$ cat src/rtl/spi_frame_receiver.sv
// SPI frame receiver: synchronises raw SPI pins, deserialises 16-bit MSB-first
// frames and presents each as a one-cycle valid/error strobe with decoded fields.
module spi_frame_receiver #(
    parameter int SYNC_STAGES = 2,
    parameter int MAX_ADDR    = 4
) (
    input  logic       clk,
    input  logic       rst,
    input  logic       sclk_pin,
    input  logic       copi_pin,
    input  logic       ncs_pin,
    output logic       frame_valid,
    output logic       frame_err,
    output logic       frame_rw,
    output logic [6:0] frame_addr,
    output logic [7:0] frame_data,
    output logic       frame_addr_ok,
    output logic       busy
);

    typedef enum logic {IDLE, SHIFT} state_t;

    localparam logic [6:0] ADDR_LIMIT = 7'(MAX_ADDR);
    localparam logic [4:0] CNT_FULL   = 5'd16;
    localparam logic [4:0] CNT_SAT    = 5'd17;

    logic [SYNC_STAGES-1:0] sclk_sync;
    logic [SYNC_STAGES-1:0] copi_sync;
    logic [SYNC_STAGES-1:0] ncs_sync;

    always_ff @(posedge clk) begin
        if (rst) begin
            sclk_sync <= '0;
            copi_sync <= '0;
            ncs_sync  <= '1;
        end else begin
            sclk_sync <= {sclk_sync[SYNC_STAGES-2:0], sclk_pin};
            copi_sync <= {copi_sync[SYNC_STAGES-2:0], copi_pin};
            ncs_sync  <= {ncs_sync[SYNC_STAGES-2:0], ncs_pin};
        end
    end

    logic sclk_s, copi_s, ncs_s;
    assign sclk_s = sclk_sync[SYNC_STAGES-1];
    assign copi_s = copi_sync[SYNC_STAGES-1];
    assign ncs_s  = ncs_sync[SYNC_STAGES-1];

    logic sclk_q, ncs_q;

    always_ff @(posedge clk) begin
        if (rst) begin
            sclk_q <= 1'b0;
            ncs_q  <= 1'b1;
        end else begin
            sclk_q <= sclk_s;
            ncs_q  <= ncs_s;
        end
    end

    logic sclk_rise, ncs_fall, ncs_rise;
    assign sclk_rise = sclk_s & ~sclk_q;
    assign ncs_fall  = ~ncs_s & ncs_q;
    assign ncs_rise  = ncs_s & ~ncs_q;

    state_t      state;
    logic [15:0] shift_reg;
    logic [4:0]  bit_cnt;
    logic        end_pending;

    // The strobe is issued one cycle after leaving SHIFT; a new ncs_fall in that
    // cycle still clears the shifter, since the strobe reads the pre-clear value.
    always_ff @(posedge clk) begin
        if (rst) begin
            state         <= IDLE;
            shift_reg     <= '0;
            bit_cnt       <= '0;
            end_pending   <= 1'b0;
            frame_valid   <= 1'b0;
            frame_err     <= 1'b0;
            frame_rw      <= 1'b0;
            frame_addr    <= '0;
            frame_data    <= '0;
            frame_addr_ok <= 1'b0;
            busy          <= 1'b0;
        end else begin
            frame_valid <= 1'b0;
            frame_err   <= 1'b0;
            end_pending <= 1'b0;

            if (end_pending) begin
                if (bit_cnt == CNT_FULL) begin
                    frame_valid   <= 1'b1;
                    frame_rw      <= shift_reg[15];
                    frame_addr    <= shift_reg[14:8];
                    frame_data    <= shift_reg[7:0];
                    frame_addr_ok <= (shift_reg[14:8] <= ADDR_LIMIT);
                end else begin
                    frame_err <= 1'b1;
                end
            end

            case (state)
                IDLE: begin
                    if (ncs_fall) begin
                        shift_reg <= '0;
                        bit_cnt   <= '0;
                        state     <= SHIFT;
                        busy      <= 1'b1;
                    end
                end
                SHIFT: begin
                    if (ncs_rise) begin
                        state       <= IDLE;
                        busy        <= 1'b0;
                        end_pending <= 1'b1;
                    end else if (sclk_rise && !ncs_s) begin
                        shift_reg <= {shift_reg[14:0], copi_s};
                        if (bit_cnt != CNT_SAT) begin
                            bit_cnt <= bit_cnt + 5'd1;
                        end
                    end
                end
            endcase
        end
    end

endmodule

$ cat config.mk
export PLATFORM = sky130hd
export DESIGN_NAME = spi_frame_receiver
export DESIGN_NICKNAME = d
export VERILOG_FILES = /design/src/rtl/spi_frame_receiver.sv
export SDC_FILE = /design/constraint.sdc
export NUM_CORES = 1
export LEC_CHECK = 0
export BUFFER_PORTS_ARGS = -buffer_cell sky130_fd_sc_hd__buf_2
export CELL_PAD_IN_SITES_DETAIL_PLACEMENT = 0
export CELL_PAD_IN_SITES_GLOBAL_PLACEMENT = 1
export CORE_ASPECT_RATIO = 0.7
export CORE_MARGIN = 1.5
export CORE_UTILIZATION = 40
export DETAILED_ROUTE_END_ITERATION = 12
export PLACE_DENSITY_LB_ADDON = 0.1
export SLEW_MARGIN = 5
export SYNTH_ARGS = -nofsm -noshare
export SYNTH_HDL_FRONTEND = slang
export SYNTH_SLANG_ARGS = --single-unit
export TNS_END_PERCENT = 1
$ cat constraint.sdc
create_clock -name clk -period 2.67 [get_ports clk]
set_input_delay 0 -clock clk [delete_from_list [all_inputs] [get_ports clk]]
set_output_delay 0 -clock clk [all_outputs]
set_load 0.02 [all_outputs]
==> results of run 1 <==
cells by family after synthesis:
logic type                 synth area share
AOI/OAI and AO/OA                     0.173
DFF                                   0.510
buffers and inverters                0.0725
and+or+nand+nor                       0.226
adders and majority gates            0.0188
critical path, delay by kind of cell (launching register included):
family	cells	cell delay, ns
flops	1	0.36
simple gates	1	0.54
buf+inv	1	0.09
fa+ha+maj	1	0.16
compound gates	2	0.56
cells in the final DEF, fill, tap and decap left out, drive strengths merged, types with 4 or more instances in the layout:
master	count
dfxtp	51
a21oi	37
nand3	37
nand2	19
o21ai	19
inv	4
buf	26
clkbuf	6
nor2b	6
per-stage QoR:
step | setup WS [ns] | std cells
final | 0.793 | 309
after global routing | 0.628 | 309
after CTS | 0.827 | 309
after detailed placement | 0.833 | 299
after global placement | 0.978 | 299
after floorplan | 1.30 | 225
per-layer routing:
| layer | up-vias | routed length (um) | global-route usage |
|---|---|---|---|
| li1 | 818 | - | - |
| met1 | 774 | 2040 | 0.208 |
| met2 | 44 | 1790 | 0.236 |
| met3 | 7 | 171 | 0.0399 |
| met4 | 0 | 59 | 0.0694 |
| met5 | - | 0 | 0 |
layout make-up:
| class | count | area (um^2) |
|---|---|---|
| Clock inverter | 1 | 30.0 |
| Multi-Input combinational cell | 149 | 836 |
| Timing Repair Buffer | 29 | 165 |
| Fill cell | 479 | 2580 |
| Tap cell | 69 | 86.3 |
| Clock buffer | 6 | 72.6 |
| Inverter | 4 | 15.0 |
| Sequential cell | 51 | 1020 |
Yosys cell counts:
library cell                 n
sky130_fd_sc_hd__o21ai_1     1
sky130_fd_sc_hd__o21ai_0    18
sky130_fd_sc_hd__nand2_1    19
sky130_fd_sc_hd__or4_1       1
sky130_fd_sc_hd__buf_2       4
sky130_fd_sc_hd__nor4bb_1    1
sky130_fd_sc_hd__a211oi_1    1
sky130_fd_sc_hd__buf_4       4
sky130_fd_sc_hd__a31oi_1     2
sky130_fd_sc_hd__nand3_1    36
sky130_fd_sc_hd__nor2b_1     6
sky130_fd_sc_hd__a21oi_1    37
sky130_fd_sc_hd__buf_6       4
sky130_fd_sc_hd__dfxtp_1    51
sky130_fd_sc_hd__or2_2       3
sky130_fd_sc_hd__nand3_2     1
sky130_fd_sc_hd__a41oi_1     1
sky130_fd_sc_hd__inv_1       4
sky130_fd_sc_hd__clkbuf_2    1
sky130_fd_sc_hd__a311oi_1    2
sky130_fd_sc_hd__a22oi_2     1
sky130_fd_sc_hd__nand4_1     1
sky130_fd_sc_hd__ha_1        3
sky130_fd_sc_hd__buf_1       1
sky130_fd_sc_hd__nor3_1      3
sky130_fd_sc_hd__nor4_1      1
sky130_fd_sc_hd__nand2b_1    3
sky130_fd_sc_hd__nor2_1      1
sky130_fd_sc_hd__o22ai_1     1
sky130_fd_sc_hd__nand4bb_1   3
sky130_fd_sc_hd__or3b_1      1
sky130_fd_sc_hd__clkbuf_1    7
sky130_fd_sc_hd__and4bb_2    2
power groups by stage:
| stage | Combinational, mW | Clock, mW | Sequential (mW) |
|---|---|---|---|
| after floorplan | 0.0303 | 0 | 0.791 |
| after global placement | 0.0345 | 0 | 0.791 |
| after detailed placement | 0.0353 | 0 | 0.791 |
| after CTS | 0.0388 | 0.525 | 0.773 |
| after global routing | 0.0422 | 0.555 | 0.775 |
| final | 0.0385 | 0.508 | 0.773 |
worst max path at each step:
stage | startpoint | to | cells after the start
2_1_floorplan | bit_cnt[0]$_SDFFE_PP0P_ | frame_addr[0]$_SDFFE_PP0P_ | 7
3_3_place_gp | bit_cnt[1]$_SDFFE_PP0P_ | frame_data[6]$_SDFFE_PP0P_ | 5
3_5_place_dp | bit_cnt[1]$_SDFFE_PP0P_ | frame_data[1]$_SDFFE_PP0P_ | 5
4_1_cts | bit_cnt[1]$_SDFFE_PP0P_ | frame_data[1]$_SDFFE_PP0P_ | 5
5_1_grt | bit_cnt[0]$_SDFFE_PP0P_ | frame_addr[1]$_SDFFE_PP0P_ | 5
6_report | bit_cnt[0]$_SDFFE_PP0P_ | frame_data[1]$_SDFFE_PP0P_ | 5
==> reports/metrics.yaml, run 1 <==
wirelength_mm: 4.07
worstReg2RegStart: "bit_cnt[0]$_SDFFE_PP0P_"
clock.fmax_ghz: 0.533
hold_violations: 0
worst_hold_path.endpoint: "state$_SDFF_PP0_"
worst-slew-pin-transition_ns: 0.880
cts_tree: "built"
clock_tree.buffer_depth: 2
ys_top_cells_by_area: "sky130_fd_sc_hd__dfxtp_1 (51%), sky130_fd_sc_hd__a21oi_1 (9.3%), sky130_fd_sc_hd__nand3_1 (9.0%), sky130_fd_sc_hd__o21ai_0 (4.5%), sky130_fd_sc_hd__nand2_1 (3.6%)"
totalNegativeSetupSlack_ns: 0
critical_path.cell_chain: "inv_1 > ha_1 > nand4bb_1 > o21ai_0 > a21oi_1"
finalCritPeriodShare: 0.703
via_per_inst: 5.32
clock-skew-final_ns: 0.00571
largest_register_ff_count: 16
gp_congestion: 0.778
fin_crit_ns: 1.88
syn_to_final_growth_pct: 11.2
final.hold.worst_slack_ns: 0.295
timing.critical_path.required_ns: 2.81
path_max_fanout: 18
grt_remaining_overflow: 0
timing.reg2reg.worst_path_depth: 5
dp_hpwl_mm: 2.60
post-cts-setup-buffers: 0
grt_antenna_before_repair: 0
postPlaceCellArea_um2: 2090
antenna-diode-count: 0
netlist_instances: 225
final_core_util: 0.463
drc_errors: 0
first_iter_violations: 85
grt_pass1_wl_mm: 6.78
max_stage_delay_ns: 0.54
maxCapViolCount: 0
grt_start_max_net_pins: 53
power_switching_share: 0.200
area_enclosed_by_the_die_boundary_um2: 5450
power.static_leakage_nw: 0.771
post_route_cells_drive_above_1_share: 0.163
io_pins: 25
post_synth_num_cell_types: 33
synth-seq-area-share: 0.510
floorplan.core_area_um2: 4810
switchingPower_mw: 0.264
cts.clk_slew.worst_paths_ns: 0.09
postSynthAreaPerCell_um2: 8.90
synth.cell_area_um2: 2000
sink_count: 51
synth_top_area_share: 0.510
start_util: 0.416
crit_path_top_delay_cell: "sky130_fd_sc_hd__nand4bb_1"
post_cts_resize_count: 0
yosysWarningCount: 0
place.port_buffers: 24
powerDensity_nw_per_um2: 593
finalNetCount: 248
synth_top_cell_by_area: "sky130_fd_sc_hd__dfxtp_1"
holdCritPathClass: "in2reg"
grtUsageTotal: 0.156
detail-route-antenna-nets: 0
wl_per_cell_um: 13.2
dieHeight_um: 62.2
pwr-share-comb: 0.029
syn-num-nets: 233
numCtsBuffers: 5
detailedRoute.firstPassIterationCount: 4
hold_depth: 2
via_count: 1643
clock_power_share: 0.385
run_status: "finished clean"
cp-end-kind: "register"
max-slew-margin-rel: 0.413
htree_levels: 2
final_area_um2: 2230
unrepaired_setup_endpoints_after_global_routing: "false"
synthesized_flop_and_latch_total: 51
internal-power_mw: 1.06
holdCritStartpoint: "rst"
rows: 21
sequentialPowerShare: 0.586
totalPowerFinal_mw: 1.32
cp-start-kind: "register"
r2r_setup_slk_ns: 0.79
root_buffer: "sky130_fd_sc_hd__clkbuf_8"
timing.rr.end: "frame_data[1]$_SDFFE_PP0P_"
report.final.slew_viol_count: 0
die_x_um: 87.6
setup_violating_endpoint_count_in_the_final_report: 0
timing.critical_path.arrival_ns: 2.02
grt_pass1_vias: 1493
setup.worst_path.class: "reg2reg"
max-vdd-ir-drop_uv: 254
hold_buffers: 3
clock_insertion_delay_worst_skew_ns: 0.30
Power figures use the tool's default switching activity.
==> inputs of run 2 (changes only) <==
==> constraint.sdc (replaced) <==
create_clock -name clk -period 1.8 [get_ports clk]
set_input_delay 0 -clock clk [delete_from_list [all_inputs] [get_ports clk]]
set_output_delay 0 -clock clk [all_outputs]
set_load 0.02 [all_outputs]
==> reports/metrics.yaml, run 2 (synthesized netlist as in run 1, its figures left out) <==
grt_start_max_net_pins: 23  # -57%
floorplan.core_area_um2: 4810  # unchanged
timing.critical_path.required_ns: 2.01  # -0.80 ns
worstReg2RegStart: "state$_SDFF_PP0_"
cts.clk_slew.worst_paths_ns: 0.09  # about the same
detailedRoute.firstPassIterationCount: 5  # +1
post-cts-setup-buffers: 0  # unchanged
grt_pass1_vias: 1534  # +2.7%
finalCritPeriodShare: 0.843  # +0.140
most_frequent_cells_in_the_layout: "sky130_fd_sc_hd__dfxtp_1 (51), sky130_fd_sc_hd__a21oi_1 (37), sky130_fd_sc_hd__nand3_1 (36)"
report.final.slew_viol_count: 0  # unchanged
antenna-diode-count: 0  # unchanged
place.port_buffers: 24  # unchanged
power.static_leakage_nw: 0.799  # +3.6%
max_stage_delay_ns: 0.55  # about the same
grt_remaining_overflow: 0  # unchanged
root_buffer: "sky130_fd_sc_hd__clkbuf_8"
grt_pass1_wl_mm: 7.12  # +5.0%
rows: 21  # unchanged
hold_violations: 0  # unchanged
final.hold.worst_slack_ns: 0.0970  # -0.198 ns
ff_latch_area_um2: 1020  # unchanged
dieHeight_um: 62.2  # unchanged
fillers: 463  # -3.3%
grtUsageTotal: 0.166  # +0.0104
unrepaired_setup_endpoints_after_global_routing: "false"
cp-end-kind: "register"
max-vdd-ir-drop_uv: 412  # +62%
totalNegativeSetupSlack_ns: 0  # unchanged
finalNetCount: 254  # +2.4%
clock_tree.buffer_depth: 2  # unchanged
final_area_um2: 2270  # +2.0%
first_iter_violations: 124  # +46%
syn_to_final_growth_pct: 13.4
wirelength_mm: 4.22  # +3.7%
hold_depth: 2  # unchanged
setup.worst_path.class: "reg2reg"
area_of_combinational_cells_with_multiple_inputs_um2: 836  # unchanged
maxCapViolCount: 0  # unchanged
crit_path_top_delay_cell: "sky130_fd_sc_hd__dfxtp_1"
max-slew-margin-rel: 0.665  # +0.252
wl_per_cell_um: 13.4  # +1.7%
critical_path.cell_chain: "and4bb_2 > a31oi_1 > a311oi_1"
largest_register_ff_count: 16  # unchanged
finalNonFillerCells: 315  # +1.9%
totalPowerFinal_mw: 1.97  # +49%
holdCritStartpoint: "rst"
drc_errors: 0  # unchanged
fin_crit_ns: 1.52  # -0.360 ns
setup_violating_endpoint_count_in_the_final_report: 0  # unchanged
area_enclosed_by_the_die_boundary_um2: 5450  # unchanged
dp_hpwl_mm: 2.87  # +10%
clock_insertion_delay_worst_skew_ns: 0.29  # about the same
detail-route-antenna-nets: 0  # unchanged
critical-path-top-delay-family: "flip-flops"
timing.reg2reg.worst_path_depth: 3  # -2
htree_levels: 2  # unchanged
worst-path-buf-inv: 0  # -1
cts_tree: "built"
detailedPlace.worstSlack_ns: 0.303  # -0.530 ns
sink_count: 51  # unchanged
via_count: 1670  # +1.6%
grt_antenna_before_repair: 0  # unchanged
start_util: 0.416  # unchanged
gp_congestion: 0.726  # -6.7%
r2r_setup_slk_ns: 0.28  # -0.51 ns
path_max_fanout: 13  # -5
holdCritPathClass: "in2reg"
powerDensity_nw_per_um2: 867  # +46%
worst_hold_path.endpoint: "copi_sync[1]$_SDFF_PP0_"
timing.rr.end: "bit_cnt[2]$_SDFFE_PP0P_"
cp-start-kind: "register"
post-place-cells: 305  # +2.0%
numCtsBuffers: 5  # unchanged
timing.critical_path.arrival_ns: 1.73  # -0.29 ns
mostFrequentLayoutCell: "sky130_fd_sc_hd__dfxtp_1"
via_per_inst: 5.30  # -0.29%
clock.fmax_ghz: 0.659  # +24%
clock-skew-final_ns: 0.00466  # -0.00105 ns
run_status: "finished clean"
post_route_cells_drive_above_1_share: 0.183  # +0.0204
final_core_util: 0.472  # +0.00937
postPlaceCellArea_um2: 2140  # +2.2%
layout_setup_ws_ns: 0.283  # -0.510 ns
io_pins: 25  # unchanged
die_x_um: 87.6  # unchanged
worst-slew-pin-transition_ns: 0.502  # -0.378 ns
-- run 2: changes by cell type in the layout (fill, tap and decap cells not counted), sizes merged --
cell and delta:
buf +6
-- run 2: area by class of cell --
cell class,count,area share
clock buffers,6,0.0320
clock inverters,1,0.0132
multi-input cells,149,0.368
well taps,69,0.0380
repair buffers,35,0.0926
inverters,4,0.00661
flip-flops and latches,51,0.450
-- run 2: timing repair --
item | CTS | global route
hold buffers | 3 | 0
resized for setup | 0 | 0
endpoints found under the hold margin | 3 | 0
-- run 2: worst max-delay path by stage --
stage / from / end / slack (ns) / cells past startpoint
final: state$_SDFF_PP0_ / bit_cnt[2]$_SDFFE_PP0P_ / 0.28 / 3
after global routing: state$_SDFF_PP0_ / bit_cnt[2]$_SDFFE_PP0P_ / 0.12 / 3
after CTS: state$_SDFF_PP0_ / bit_cnt[4]$_SDFFE_PP0P_ / 0.29 / 3
after detailed placement: state$_SDFF_PP0_ / bit_cnt[4]$_SDFFE_PP0P_ / 0.30 / 3
after global placement: state$_SDFF_PP0_ / bit_cnt[4]$_SDFFE_PP0P_ / 0.34 / 3
after floorplan: bit_cnt[0]$_SDFFE_PP0P_ / frame_addr[0]$_SDFFE_PP0P_ / 0.43 / 7
-- run 2: report_power, final --
part / internal, mW / leakage [nW] / total [mW] / switching [mW]
combinational: 0.0257 / 0.335 / 0.0631 / 0.0374
sequential: 1.14 / 0.413 / 1.15 / 0.00855
clock: 0.408 / 0.0513 / 0.759 / 0.351
total: 1.57 / 0.799 / 1.97 / 0.397
-- run 2: routing by layer --
layer | vias up | wire (um) | track usage
met5 | - | 0 | 0
met4 | 0 | 40 | 0.0556
met3 | 4 | 210 | 0.0439
met2 | 46 | 1930 | 0.262
met1 | 786 | 2030 | 0.220
li1 | 834 | - | -
